`config.mk`:
```
export PLATFORM = sky130hd
export DESIGN_NAME = multicycle_ctrl
export DESIGN_NICKNAME = d
export VERILOG_FILES = /design/src/rtl/risc16_pkg.sv /design/src/rtl/opcode_decoder.sv /design/src/rtl/multicycle_ctrl.sv
export SDC_FILE = /design/constraint.sdc
export NUM_CORES = 1
export LEC_CHECK = 0
export ABC_AREA = 1
export BUFFER_PORTS_ARGS = -buffer_cell sky130_fd_sc_hd__buf_4
export CORE_ASPECT_RATIO = 1.25
export CORE_MARGIN = 3
export CORE_UTILIZATION = 58
export CTS_CLUSTER_SIZE = 30
export DETAILED_ROUTE_END_ITERATION = 10
export PLACE_DENSITY = 0.91
export SLEW_MARGIN = 5
export SYNTH_ARGS = -nofsm -noshare
export SYNTH_HDL_FRONTEND = slang
export SYNTH_SLANG_ARGS = --single-unit
```
`constraint.sdc`:
```
create_clock -name clk -period 3 [get_ports clk]
set_input_delay 0.6 -clock clk [delete_from_list [all_inputs] [get_ports clk]]
set_output_delay 0.6 -clock clk [all_outputs]
set_load 0.1 [all_outputs]
```
`src/rtl/risc16_pkg.sv`:
```
// ---------------------------------------------------------------------------
// risc16_pkg
//
// Shared definitions for the 16-bit RISC multi-cycle control path.
//   - opcode constants (instr[15:12])
//   - controller state encoding
//   - decoded instruction classes produced by opcode_decoder
//   - ALU function codes driven onto alu_op
//   - trap cause codes reported on trap_cause
//   - small class helpers used by the controller's output decode
// ---------------------------------------------------------------------------
package risc16_pkg;

    // Opcode field values; anything not listed here is illegal.
    localparam logic [3:0] OP_LW    = 4'b0000;
    localparam logic [3:0] OP_SW    = 4'b0001;
    localparam logic [3:0] OP_RTYPE = 4'b0010;
    localparam logic [3:0] OP_ADDI  = 4'b0100;
    localparam logic [3:0] OP_BEQ   = 4'b1011;
    localparam logic [3:0] OP_BNE   = 4'b1100;
    localparam logic [3:0] OP_J     = 4'b1101;
    localparam logic [3:0] OP_HALT  = 4'b1111;

    // ALU function codes the controller itself picks (R-type passes funct).
    localparam logic [2:0] ALU_ADD = 3'b000;
    localparam logic [2:0] ALU_SUB = 3'b001;

    // Controller states.
    typedef enum logic [2:0] {
        FETCH,
        DECODE,
        EXEC,
        MEM,
        WB,
        HALT,
        TRAP
    } state_t;

    // Instruction classes, one per legal opcode.
    typedef enum logic [2:0] {
        CLS_LW,
        CLS_SW,
        CLS_RTYPE,
        CLS_ADDI,
        CLS_BEQ,
        CLS_BNE,
        CLS_J,
        CLS_HALT
    } instr_class_t;

    // Reasons for entering TRAP.
    typedef enum logic [1:0] {
        CAUSE_NONE         = 2'b00,
        CAUSE_ILLEGAL      = 2'b01,
        CAUSE_IMEM_TIMEOUT = 2'b10,
        CAUSE_DMEM_TIMEOUT = 2'b11
    } trap_cause_t;

    // Conditional branches (BEQ/BNE) compare with a subtract in EXEC.
    function automatic logic is_cond_branch(input instr_class_t cls);
        return (cls == CLS_BEQ) || (cls == CLS_BNE);
    endfunction

    // Instructions whose second ALU operand is the extended immediate.
    function automatic logic uses_immediate(input instr_class_t cls);
        return (cls == CLS_LW) || (cls == CLS_SW) || (cls == CLS_ADDI);
    endfunction

    // Instructions that finish in EXEC and never touch MEM or WB.
    function automatic logic retires_in_exec(input instr_class_t cls);
        return (cls == CLS_BEQ) || (cls == CLS_BNE) || (cls == CLS_J);
    endfunction

endpackage

```
`src/rtl/opcode_decoder.sv`:
```
// ---------------------------------------------------------------------------
// opcode_decoder
//
// Purely combinational map from the 4-bit opcode to an instruction class
// plus a legal flag. The class output is only meaningful when legal = 1.
//
// Ports:
//   opcode  in  4   instr[15:12]
//   cls     out 3   decoded instruction class (instr_class_t)
//   legal   out 1   1 when opcode is one of the defined encodings
// ---------------------------------------------------------------------------
module opcode_decoder
    import risc16_pkg::*;
(
    input  logic [3:0]   opcode,
    output instr_class_t cls,
    output logic         legal
);

    // Table lookup; undefined encodings drop legal and leave cls at a
    // harmless default so the controller can route them straight to TRAP.
    always_comb begin
        cls   = CLS_LW;
        legal = 1'b1;
        case (opcode)
            OP_LW:    cls = CLS_LW;
            OP_SW:    cls = CLS_SW;
            OP_RTYPE: cls = CLS_RTYPE;
            OP_ADDI:  cls = CLS_ADDI;
            OP_BEQ:   cls = CLS_BEQ;
            OP_BNE:   cls = CLS_BNE;
            OP_J:     cls = CLS_J;
            OP_HALT:  cls = CLS_HALT;
            default:  legal = 1'b0;
        endcase
    end

endmodule

```
`src/rtl/multicycle_ctrl.sv`:
```
// ---------------------------------------------------------------------------
// multicycle_ctrl
//
// Multi-cycle control FSM for the 16-bit RISC datapath. Walks each
// instruction through FETCH / DECODE / EXEC / MEM / WB, drives every
// datapath select and enable, waits on the memory ready handshakes with a
// bounded timeout, and parks in TRAP (illegal opcode or timeout) or HALT.
//
// Parameters:
//   TIMEOUT  cycles a memory request may wait before trapping
//   CNT_W    wait counter width, must be able to hold TIMEOUT
//
// Ports:
//   clk         in   1  system clock, rising edge
//   rst_n       in   1  asynchronous active-low reset
//   instr       in  16  IR contents, opcode in [15:12], funct in [2:0]
//   alu_zero    in   1  ALU zero flag, meaningful in EXEC
//   imem_ready  in   1  instruction fetch complete
//   dmem_ready  in   1  data access complete
//   imem_req    out  1  instruction fetch request
//   dmem_req    out  1  data access request
//   ir_write    out  1  load IR
//   pc_write    out  1  load PC from the pc_next mux
//   jump        out  1  pc_next selects the jump target
//   branch      out  1  pc_2bne selects the branch target
//   reg_dst     out  1  1 = instr[5:3], 0 = instr[8:6]
//   alu_src     out  1  1 = extended immediate
//   alu_op      out  3  ALU function
//   mem_read    out  1  data read
//   mem_write   out  1  data write
//   mem_to_reg  out  1  writeback from memory
//   reg_write   out  1  register file write enable
//   retire      out  1  one-cycle pulse per completed instruction
//   trap        out  1  sticky error flag
//   trap_cause  out  2  00 none, 01 illegal, 10 imem timeout, 11 dmem timeout
// ---------------------------------------------------------------------------
module multicycle_ctrl
    import risc16_pkg::*;
#(
    parameter int TIMEOUT = 255,
    parameter int CNT_W   = 8
) (
    input  logic        clk,
    input  logic        rst_n,
    input  logic [15:0] instr,
    input  logic        alu_zero,
    input  logic        imem_ready,
    input  logic        dmem_ready,
    output logic        imem_req,
    output logic        dmem_req,
    output logic        ir_write,
    output logic        pc_write,
    output logic        jump,
    output logic        branch,
    output logic        reg_dst,
    output logic        alu_src,
    output logic [2:0]  alu_op,
    output logic        mem_read,
    output logic        mem_write,
    output logic        mem_to_reg,
    output logic        reg_write,
    output logic        retire,
    output logic        trap,
    output logic [1:0]  trap_cause
);

    state_t       state;
    state_t       next_state;
    trap_cause_t  enter_cause;

    instr_class_t dec_cls;
    logic         dec_legal;
    instr_class_t op_cls;
    instr_class_t cls_eff;

    logic [2:0]   funct_q;
    logic [2:0]   funct_eff;
    logic [2:0]   exec_alu_op;

    logic [CNT_W-1:0] wait_cnt;
    logic             wait_expired;
    logic             counting;

    logic         retire_q;
    logic         branch_ne;

    logic         unused_instr_bits;

    assign unused_instr_bits = ^instr[11:3];

    opcode_decoder u_decoder (
        .opcode (instr[15:12]),
        .cls    (dec_cls),
        .legal  (dec_legal)
    );

    // The outputs for the state being entered are registered on the same
    // edge that latches the opcode, so while in DECODE the class and funct
    // must come straight from the decoder; everywhere else the latched copy
    // is the authority.
    always_comb begin
        cls_eff   = op_cls;
        funct_eff = funct_q;
        if (state == DECODE) begin
            cls_eff   = dec_cls;
            funct_eff = instr[2:0];
        end
    end

    // ALU function used during EXEC: R-type passes funct through, the
    // conditional branches compare by subtracting, everything else adds
    // (address generation for LW/SW, ADDI, and a don't-care add for J).
    always_comb begin
        exec_alu_op = ALU_ADD;
        case (cls_eff)
            CLS_RTYPE:        exec_alu_op = funct_eff;
            CLS_BEQ, CLS_BNE: exec_alu_op = ALU_SUB;
            default:          exec_alu_op = ALU_ADD;
        endcase
    end

    // The wait counter only runs while a memory request is actually out.
    // The FETCH cycle straight after reset has imem_req low, so it neither
    // accepts a ready nor counts toward the timeout.
    assign counting     = (state == FETCH && imem_req) || (state == MEM);
    assign wait_expired = (wait_cnt == CNT_W'(TIMEOUT));

    // Next-state selection. Ready always wins over the timeout check in the
    // same cycle. HALT and TRAP are absorbing; only rst_n leaves them.
    always_comb begin
        next_state  = state;
        enter_cause = CAUSE_NONE;
        case (state)
            FETCH: begin
                if (imem_req) begin
                    if (imem_ready) begin
                        next_state = DECODE;
                    end else if (wait_expired) begin
                        next_state  = TRAP;
                        enter_cause = CAUSE_IMEM_TIMEOUT;
                    end
                end
            end
            DECODE: begin
                if (!dec_legal) begin
                    next_state  = TRAP;
                    enter_cause = CAUSE_ILLEGAL;
                end else if (dec_cls == CLS_HALT) begin
                    next_state = HALT;
                end else begin
                    next_state = EXEC;
                end
            end
            EXEC: begin
                case (op_cls)
                    CLS_LW, CLS_SW:      next_state = MEM;
                    CLS_RTYPE, CLS_ADDI: next_state = WB;
                    default:             next_state = FETCH;
                endcase
            end
            MEM: begin
                if (dmem_ready) begin
                    next_state = (op_cls == CLS_SW) ? FETCH : WB;
                end else if (wait_expired) begin
                    next_state  = TRAP;
                    enter_cause = CAUSE_DMEM_TIMEOUT;
                end
            end
            WB: begin
                next_state = FETCH;
            end
            default: begin
                next_state = state;
            end
        endcase
    end

    // Main sequential block: state, wait counter, latched opcode, and the
    // registered Moore outputs for whichever state is being entered. Since
    // every output flop resets asynchronously, asserting rst_n mid-
    // instruction drops all requests and enables at once and nothing
    // retires. imem_req first rises on the edge after rst_n releases.
    always_ff @(posedge clk or negedge rst_n) begin
        if (!rst_n) begin
            state      <= FETCH;
            wait_cnt   <= '0;
            op_cls     <= CLS_LW;
            funct_q    <= 3'b000;
            imem_req   <= 1'b0;
            dmem_req   <= 1'b0;
            jump       <= 1'b0;
            branch     <= 1'b0;
            branch_ne  <= 1'b0;
            reg_dst    <= 1'b0;
            alu_src    <= 1'b0;
            alu_op     <= ALU_ADD;
            mem_read   <= 1'b0;
            mem_write  <= 1'b0;
            mem_to_reg <= 1'b0;
            reg_write  <= 1'b0;
            retire_q   <= 1'b0;
            trap       <= 1'b0;
            trap_cause <= CAUSE_NONE;
        end else begin
            state <= next_state;

            if (next_state != state) begin
                wait_cnt <= '0;
            end else if (counting) begin
                wait_cnt <= wait_cnt + 1'b1;
            end

            if (state == DECODE) begin
                op_cls  <= dec_cls;
                funct_q <= instr[2:0];
            end

            imem_req   <= (next_state == FETCH);
            dmem_req   <= (next_state == MEM);
            mem_read   <= (next_state == MEM) && (cls_eff == CLS_LW);
            mem_write  <= (next_state == MEM) && (cls_eff == CLS_SW);

            alu_src    <= (next_state == EXEC) && uses_immediate(cls_eff);
            alu_op     <= (next_state == EXEC) ? exec_alu_op : ALU_ADD;
            branch     <= (next_state == EXEC) && is_cond_branch(cls_eff);
            branch_ne  <= (next_state == EXEC) && (cls_eff == CLS_BNE);
            jump       <= (next_state == EXEC) && (cls_eff == CLS_J);

            reg_write  <= (next_state == WB);
            reg_dst    <= (next_state == WB) && (cls_eff == CLS_RTYPE);
            mem_to_reg <= (next_state == WB) && (cls_eff == CLS_LW);

            retire_q   <= (next_state == WB) ||
                          ((next_state == EXEC) && retires_in_exec(cls_eff));

            trap       <= (next_state == TRAP);
            if ((next_state == TRAP) && (state != TRAP)) begin
                trap_cause <= enter_cause;
            end
        end
    end

    // Ready- and zero-qualified outputs. Each is gated by a registered
    // request or select that is only high in the owning state, so a ready
    // arriving in any other state has no effect. The FETCH PC update takes
    // the PC+2 path because jump and branch are both low there.
    assign ir_write = imem_req & imem_ready;
    assign pc_write = ir_write | jump | (branch & (alu_zero ^ branch_ne));
    assign retire   = retire_q | (mem_write & dmem_ready);

endmodule

```
* Word level (Yosys, flattened, before mapping)
Cells that the tools add are included.
** Storage, ports and cells
- Bits in registers :: 35
- Input bits :: 21
- Output and inout bits :: 19
- Logic and storage cells :: 106
** Operators by class
- $add $sub $neg :: 1
- Eq/ne operators :: 28
- Multiplexer cells :: 24
- Bitwise logic cells :: 7
- Reduce and logical (&&, ||, !) cells :: 27
** Operators with widths (count)
- 2-to-1 mux 3 bit :: 10
- equality test 3 x 2 -> 1 bit (second input constant) :: 8
- equality test 3 bit (second input constant) :: 7
- one-hot mux 3 bit (7 select lines) :: 1
- equality test 4 bit (second input constant) :: 4
- 2-to-1 mux 8 bit :: 2
- one-hot mux 3 bit (5 select lines) :: 1
- logical NOT 3 bit :: 4
- one-hot mux 3 bit (2 select lines) :: 2
- logical AND 1 bit :: 11
- 2-to-1 mux 2 bit :: 5
- equality test 3 x 1 -> 1 bit (second input constant) :: 3
- adder 8 x 1 -> 8 bit (second input constant) :: 1
- equality test 8 bit (second input constant) :: 1
- OR reduction 8 bit :: 1
- logical OR 1 bit :: 6
- one-hot mux 2 bit (3 select lines) :: 1
- OR reduction 2 bit :: 3
- equality test 4 x 1 -> 1 bit (second input constant) :: 1
- equality test 4 x 2 -> 1 bit (second input constant) :: 1
- equality test 4 x 3 -> 1 bit (second input constant) :: 1
- logical NOT 4 bit :: 1
- AND 1 bit :: 3
- inequality test 3 bit :: 1
- other kinds (5) :: 8

* Depth between registers and ports, before layout
Gate-level depths: netlist of run 1.
- Word-level depth :: 9
- Gate-level depth with buffers :: 11
- Mapped depth without buffers :: 11

* Modules after synthesis
A second synthesis of run 1 with hierarchy kept.
** Second synthesis, totals
- Cell total of the unflattened synthesis :: 239
- Area, all modules :: 1838.0 µm²
** By module, submodules not included
- multicycle_ctrl :: times used 1, cells each 217, area an instance 1737.9 µm², seq. area each 875.8 µm²
- opcode_decoder :: times used 1, cells each 22, area an instance 100.1 µm², seq. area each 0.0 µm²

* Least setup slack after synthesis of run 1
OpenSTA, ideal clock, no wires.
- Path kind :: flip-flop to output port
- From :: register branch
- To :: output port pc_write
- Arrival time :: 3.225 ns
- Data required time :: 2.400 ns
- Setup slack :: -0.825 ns
- Stages on the path, launching flop included :: 3
- Path buffers :: 0
- Cell sequence :: dfrtp_1 o21ai_0 o21ai_0
** Between the ends
- Longest elaborated chain between the ends :: 2
** RTL lines
- start, declared :: line multicycle_ctrl.sv:54 : output logic branch,
- start signal, assigned :: line multicycle_ctrl.sv:225 : branch <= (next_state == EXEC) && is_cond_branch(cls_eff);
- AND 1 bit :: line multicycle_ctrl.sv:248 : assign pc_write = ir_write | jump | (branch & (alu_zero ^ branch_ne));
- bitwise OR 1 bit :: line multicycle_ctrl.sv:248
- end, declared :: line multicycle_ctrl.sv:52 : output logic pc_write,
No other way between the ends.

* Worst setup path in the final report of run 1
- From :: register imem_req
- To :: output port pc_write
** Between the ends
- Longest elaborated chain between the ends :: 3
** RTL lines
- start, declared :: line multicycle_ctrl.sv:49 : output logic imem_req,
- start signal, assigned :: line multicycle_ctrl.sv:218 : imem_req <= (next_state == FETCH);
- AND 1 bit :: line multicycle_ctrl.sv:247 : assign ir_write = imem_req & imem_ready;
- bitwise OR 1 bit (2 in series) :: line multicycle_ctrl.sv:248
No other way between the ends.

==> qor.txt, run 1 <==
Root cell of the clock tree -> clkbuf_4
Post-CTS Resized -> 0
Avg Cell Area, Syn -> 8.36 µm²
Hold Crit Class -> in2async
Number of synthesized flops with an enable pin -> 0
CP required -> 2.40 ns
Fmax -> 515 MHz
Final worst-path cycle share -> 0.647
Synth-to-layout area growth -> 17.1%
Net Count, Synth -> 243
Final Worst Setup Slack -> 1.06 ns
Die ar. -> 0.00390 mm²
Peak VDD IR -> 324 µV
Max reg flops -> 8
Crit-path max FO -> 4
N_diodes -> 0
Placeable Area -> 0.00300 mm²
Most frequent cells after synthesis -> nand2_1, nor2_1, dfrtp_1, inv_1, nand3_1
Area leader, netlist -> dfrtp_1
CP Data Arrival Time -> 1.34 ns
Die H -> 69.1 µm
Register area share after synthesis -> 0.474
DRC Markers -> 0
H-tree depth -> 2
Final cell count without fillers -> 294
WL/cell -> 13.1 µm
Slew HR -> 0.710
Critical path class -> reg2out
Most common cell in the netlist -> nand2_1
# fillers -> 250
First DRT Iteration DRCs -> 38
Final Setup Violations -> 0
Least-Margin Pin Slew -> 0.435 ns
Clock net sink count -> 35
Fin Hold WS -> 0.179 ns
Number of vias per cell -> 5.23
Startpoint type of the worst setup path -> flop
FF+latch area -> 876 µm²
#FFs+latches synth -> 35
Overflow after GRT -> 0
Layout Nets -> 279
Synth Warn # -> 0
Fin crit period -> 1.94 ns
Worst setup EP type -> primary output
Layout cells sized above 1 -> 0.279
Multi-input gate area -> 856 µm²
DP HPWL -> 2980 µm
DRT antenna net count -> 0
Vias in the first global route -> 1,519
Global-route wire length before repair -> 6580 µm
Pre-CTS WS -> 1.07 ns
Synth async-reset ratio -> 1.00
Most flops, register -> wait_cnt
Largest net degree at the start of global routing -> 36
Hold Vio Cnt, Final -> 0
Clk_skew -> 0.0101 ns
Top FF cell, synth -> dfrtp_1
PortBufs -> 30
Clock latency on the worst-skew pair -> 0.34 ns
Clk buf depth -> 2
Inst Count DP -> 286
Final TNS setup -> 0 ns
Initial core utilization -> 0.616
Row cnt -> 22
Leak -> 1.18 nW
Synth top area share -> 0.474
Die Wd -> 56.5 µm
GRT Util Overall -> 0.215
Hold-fix buffers, CTS -> 0
Max Slew Vio Count -> 0
PwrDens -> 356 mW/mm²
DRT Wirelength -> 3860 µm
Status -> finished clean
Synth Cell Area -> 0.00185 mm²
Distinct cells, synth -> 30
TritonCTS clock tree -> done
First-pass detailed-route iteration total -> 5
Cells after synthesis -> 221
Postcts setup bufs -> 0
I/O Pins -> 40
Initial antenna violation count -> 0
GP Congestion -> 0.877
Maxcap violations -> 0
Overall via count from detail_route -> 1,538
Tot Pwr -> 0.000771 W
CTS clk-pin slew, worst paths -> 0.11 ns
RSZ-0062 raised after global routing -> false
Synth area leaders -> dfrtp_1, nand2_1, nor2_1, nand3_1, inv_1
CTS buffer count -> 5
-- power breakdown --
part           internal [W]  leakage, nW  switching [W]   total, W
clock network     0.0000914       0.0293       0.000158   0.000249
logic             0.0000146        0.675      0.0000333  0.0000479
registers          0.000473        0.473    0.000000820   0.000474
-- area by class of cell --
cell class	count	share of cell area
well taps	36	0.0208
repair buffers	30	0.104
inverters	29	0.0515
clock buffers	7	0.0208
flip-flops and latches	35	0.405
multi-input cells	156	0.396
clock inverters	1	0.00231
-- cells by family (layout without fill, tap and decap cells) --
group / count (synthesis) / after routing / synth area share
flip-flops: 35 / 35 / 0.474
AND/OR/NAND/NOR: 134 / 134 / 0.371
AO/OA/AOI/OAI: 13 / 13 / 0.0447
multiplexers: 1 / 1 / 0.00610
XOR/XNOR: 7 / 7 / 0.0332
buffers and inverters: 30 / 67 / 0.0644
adder cells (fa/ha/maj): 1 / 1 / 0.00677
-- worst max-delay path, stage by stage, from the launching register on --
cell     delay (ns)
dfrtp_1        0.41
nand2_1        0.07
inv_1          0.11
nor2_1         0.06
o21ai_2        0.05
buf_4          0.30
-- metal layers --
layer | track usage | vias up | share of wire
met4 | 0.0976 | 0 | 0.022
met2 | 0.360 | 35 | 0.54
li1 | - | 775 | -
met1 | 0.254 | 717 | 0.40
met3 | 0.0562 | 11 | 0.040
met5 | 0 | - | 0
-- path summary, 6_finish.rpt --
kind                          startpoint             to  slack, ns  cells past startpoint
max in group asynchronous          rst_n      alu_op[1]       2.50                      1
hold reg to reg            trap_cause[0]  trap_cause[0]       0.48                      2
hold / removal                     rst_n  trap_cause[1]       0.18                      1
setup reg to reg             wait_cnt[0]     mem_to_reg       1.11                      9
min in group clk           trap_cause[0]  trap_cause[0]       0.48                      2
setup / recovery                imem_req       pc_write       1.06                      5
-- stage by stage --
stage                     area, µm²  utilization
after floorplan                1850            -
after global routing           2160        0.721
after CTS                      2160        0.721
after global placement         2110        0.704
final                          2160        0.721
after detailed placement       2110        0.704
-- cell usage in the layout, fill, tap and decap left out, types with 5 or more instances in the layout --
| master | count |
|---|---|
| nand2_2 | 5 |
| buf_4 | 30 |
| nor3_1 | 5 |
| clkbuf_4 | 5 |
| dfrtp_1 | 35 |
| nand3_1 | 18 |
| xor2_1 | 5 |
| nand2_1 | 40 |
| inv_1 | 24 |
| nor2_2 | 8 |
| nor2_1 | 38 |
No activity file was read; power rests on OpenSTA's default activity.
==> run 2: changes to the inputs <==
--- a/config.mk
+++ b/config.mk
@@ -9,10 +9,10 @@
 export BUFFER_PORTS_ARGS = -buffer_cell sky130_fd_sc_hd__buf_4
 export CORE_ASPECT_RATIO = 1.25
 export CORE_MARGIN = 3
-export CORE_UTILIZATION = 58
+export CORE_UTILIZATION = 54
 export CTS_CLUSTER_SIZE = 30
 export DETAILED_ROUTE_END_ITERATION = 10
-export PLACE_DENSITY = 0.91
+export PLACE_DENSITY = 0.86
 export SLEW_MARGIN = 5
 export SYNTH_ARGS = -nofsm -noshare
 export SYNTH_HDL_FRONTEND = slang
==> constraint.sdc (replaced) <==
create_clock -name clk -period 1.9 [get_ports clk]
set_input_delay 0.38 -clock clk [delete_from_list [all_inputs] [get_ports clk]]
set_output_delay 0.38 -clock clk [all_outputs]
set_load 0.1 [all_outputs]
==> qor.txt, run 2 (same netlist as run 1, synthesis figures left out) <==
First-pass detailed-route iteration total -> 4
Fin crit period -> 1.80 ns
GP Congestion -> 0.837
Final Setup Violations -> 0
CTS buffer count -> 5
Clk buf depth -> 2
Critical path class -> reg2out
Pre-CTS WS -> 0.0790 ns
DP HPWL -> 2970 µm
Layout cells sized above 1 -> 0.361
Peak VDD IR -> 595 µV
RR Startpoint -> wait_cnt[0]
Clock latency on the worst-skew pair -> 0.30 ns
Crit-path max FO -> 4
CP required -> 1.52 ns
Most flops, register -> wait_cnt
Initial core utilization -> 0.568
Final Worst Setup Slack -> 0.0990 ns
Fin Hold WS -> 0.0215 ns
Die H -> 71.4 µm
Inst Count DP -> 291
Final cell count without fillers -> 300
Capturing point of the worst reg2reg path -> mem_to_reg
CP Data Arrival Time -> 1.42 ns
PortBufs -> 30
DRT antenna net count -> 0
Clock net sink count -> 35
R2R depth -> 9
Clk_skew -> 0.00866 ns
Hold Crit Class -> in2async
I/O Pins -> 40
Slew HR -> 0.710
First DRT Iteration DRCs -> 65
DRT Wirelength -> 3980 µm
Least-Margin Pin Slew -> 0.435 ns
Tot Pwr -> 0.00136 W
Root cell of the clock tree -> clkbuf_8
PwrDens -> 586 mW/mm²
Most common cell after layout, fill and taps aside -> nand2_1
Worst setup EP type -> primary output
Overflow after GRT -> 0
R2R setup slack -> 0.14 ns
Status -> finished clean
N_diodes -> 0
RSZ-0062 raised after global routing -> true
Fmax -> 555 MHz
CTS clk-pin slew, worst paths -> 0.07 ns
Placeable Area -> 0.00325 mm²
Die Wd -> 58.3 µm
Largest net degree at the start of global routing -> 36
Number of vias per cell -> 5.23
Overall via count from detail_route -> 1,568
TritonCTS clock tree -> done
Vias in the first global route -> 1,518
Max Slew Vio Count -> 0
Global-route wire length before repair -> 6730 µm
Initial antenna violation count -> 0
# fillers -> 269
DRC Markers -> 0
Post-Layout Inst Area -> 0.00233 mm²
H-tree depth -> 2
Leak -> 1.23 nW
Die ar. -> 0.00416 mm²
WL/cell -> 13.3 µm
Area post-placement -> 0.00219 mm²
GRT Util Overall -> 0.214
Maxcap violations -> 0
Layout Nets -> 284
Startpoint type of the worst setup path -> flop
Row cnt -> 23
Synth-to-layout area growth -> 25.9%
Hold Vio Cnt, Final -> 0
Final worst-path cycle share -> 0.948
Max reg flops -> 8
Most frequent cells in the layout -> nand2_1, nor2_1, buf_4
run 2: area by class of cell:
class                           count  area [µm²]  area share
Clock buffer                        5        68.8      0.0296
Tap cell                           37        46.3      0.0199
Timing Repair Buffer               35         263       0.113
Inverter                           29         115      0.0495
Multi-Input combinational cell    156         931       0.400
Sequential cell                    35         882       0.379
Clock inverter                      3        20.0     0.00861
run 2: critical path, stage by stage, from the launching register on:
cell and delay, ns:
dfrtp_4 0.51, nand2_4 0.07, clkinvlp_4 0.11, nor2_2 0.14, o21ai_4 0.07, buf_4 0.23
run 2: power breakdown:
part | leakage [nW] | total [W] | internal (W) | switching [W]
clock network | 0.0402 | 0.000539 | 0.000255 | 0.000284
registers | 0.469 | 0.000749 | 0.000747 | 0.00000143
logic | 0.721 | 0.0000757 | 0.0000230 | 0.0000527
total | 1.23 | 0.00136 | 0.00102 | 0.000338
run 2: layer usage:
layer	wire length, µm	track usage	up-vias
li1	-	-	787
met1	1550	0.237	742
met2	2190	0.376	30
met3	150	0.0577	9
met4	93	0.0902	0
met5	0	0	-
run 2: stage by stage:
step           setup TNS [ns]  utilization
2_1_floorplan           -3.19            -
3_3_place_gp                0        0.674
3_5_place_dp                0        0.674
4_1_cts                     0        0.702
5_1_grt                -0.208        0.715
6_report                    0        0.715
run 2: worst max path at each step:
stage / end / start / cells after the start
final: pc_write / imem_req / 5
after global routing: mem_to_reg / wait_cnt[0] / 9
after CTS: mem_to_reg / wait_cnt[0] / 9
after detailed placement: mem_to_reg / state[0] / 7
after global placement: mem_to_reg / wait_cnt[0] / 9
after floorplan: wait_cnt[0] / imem_req / 11
run 2: what timing repair did:
action / CTS / global route
resized for setup: 1 / 10
buffers inserted: 0 / 1
gates cloned: 0 / 0
setup endpoints to repair: 1 / 19
pin swaps: 0 / 2
hold buffers: 0 / 0
endpoints found under the hold margin: 0 / 0
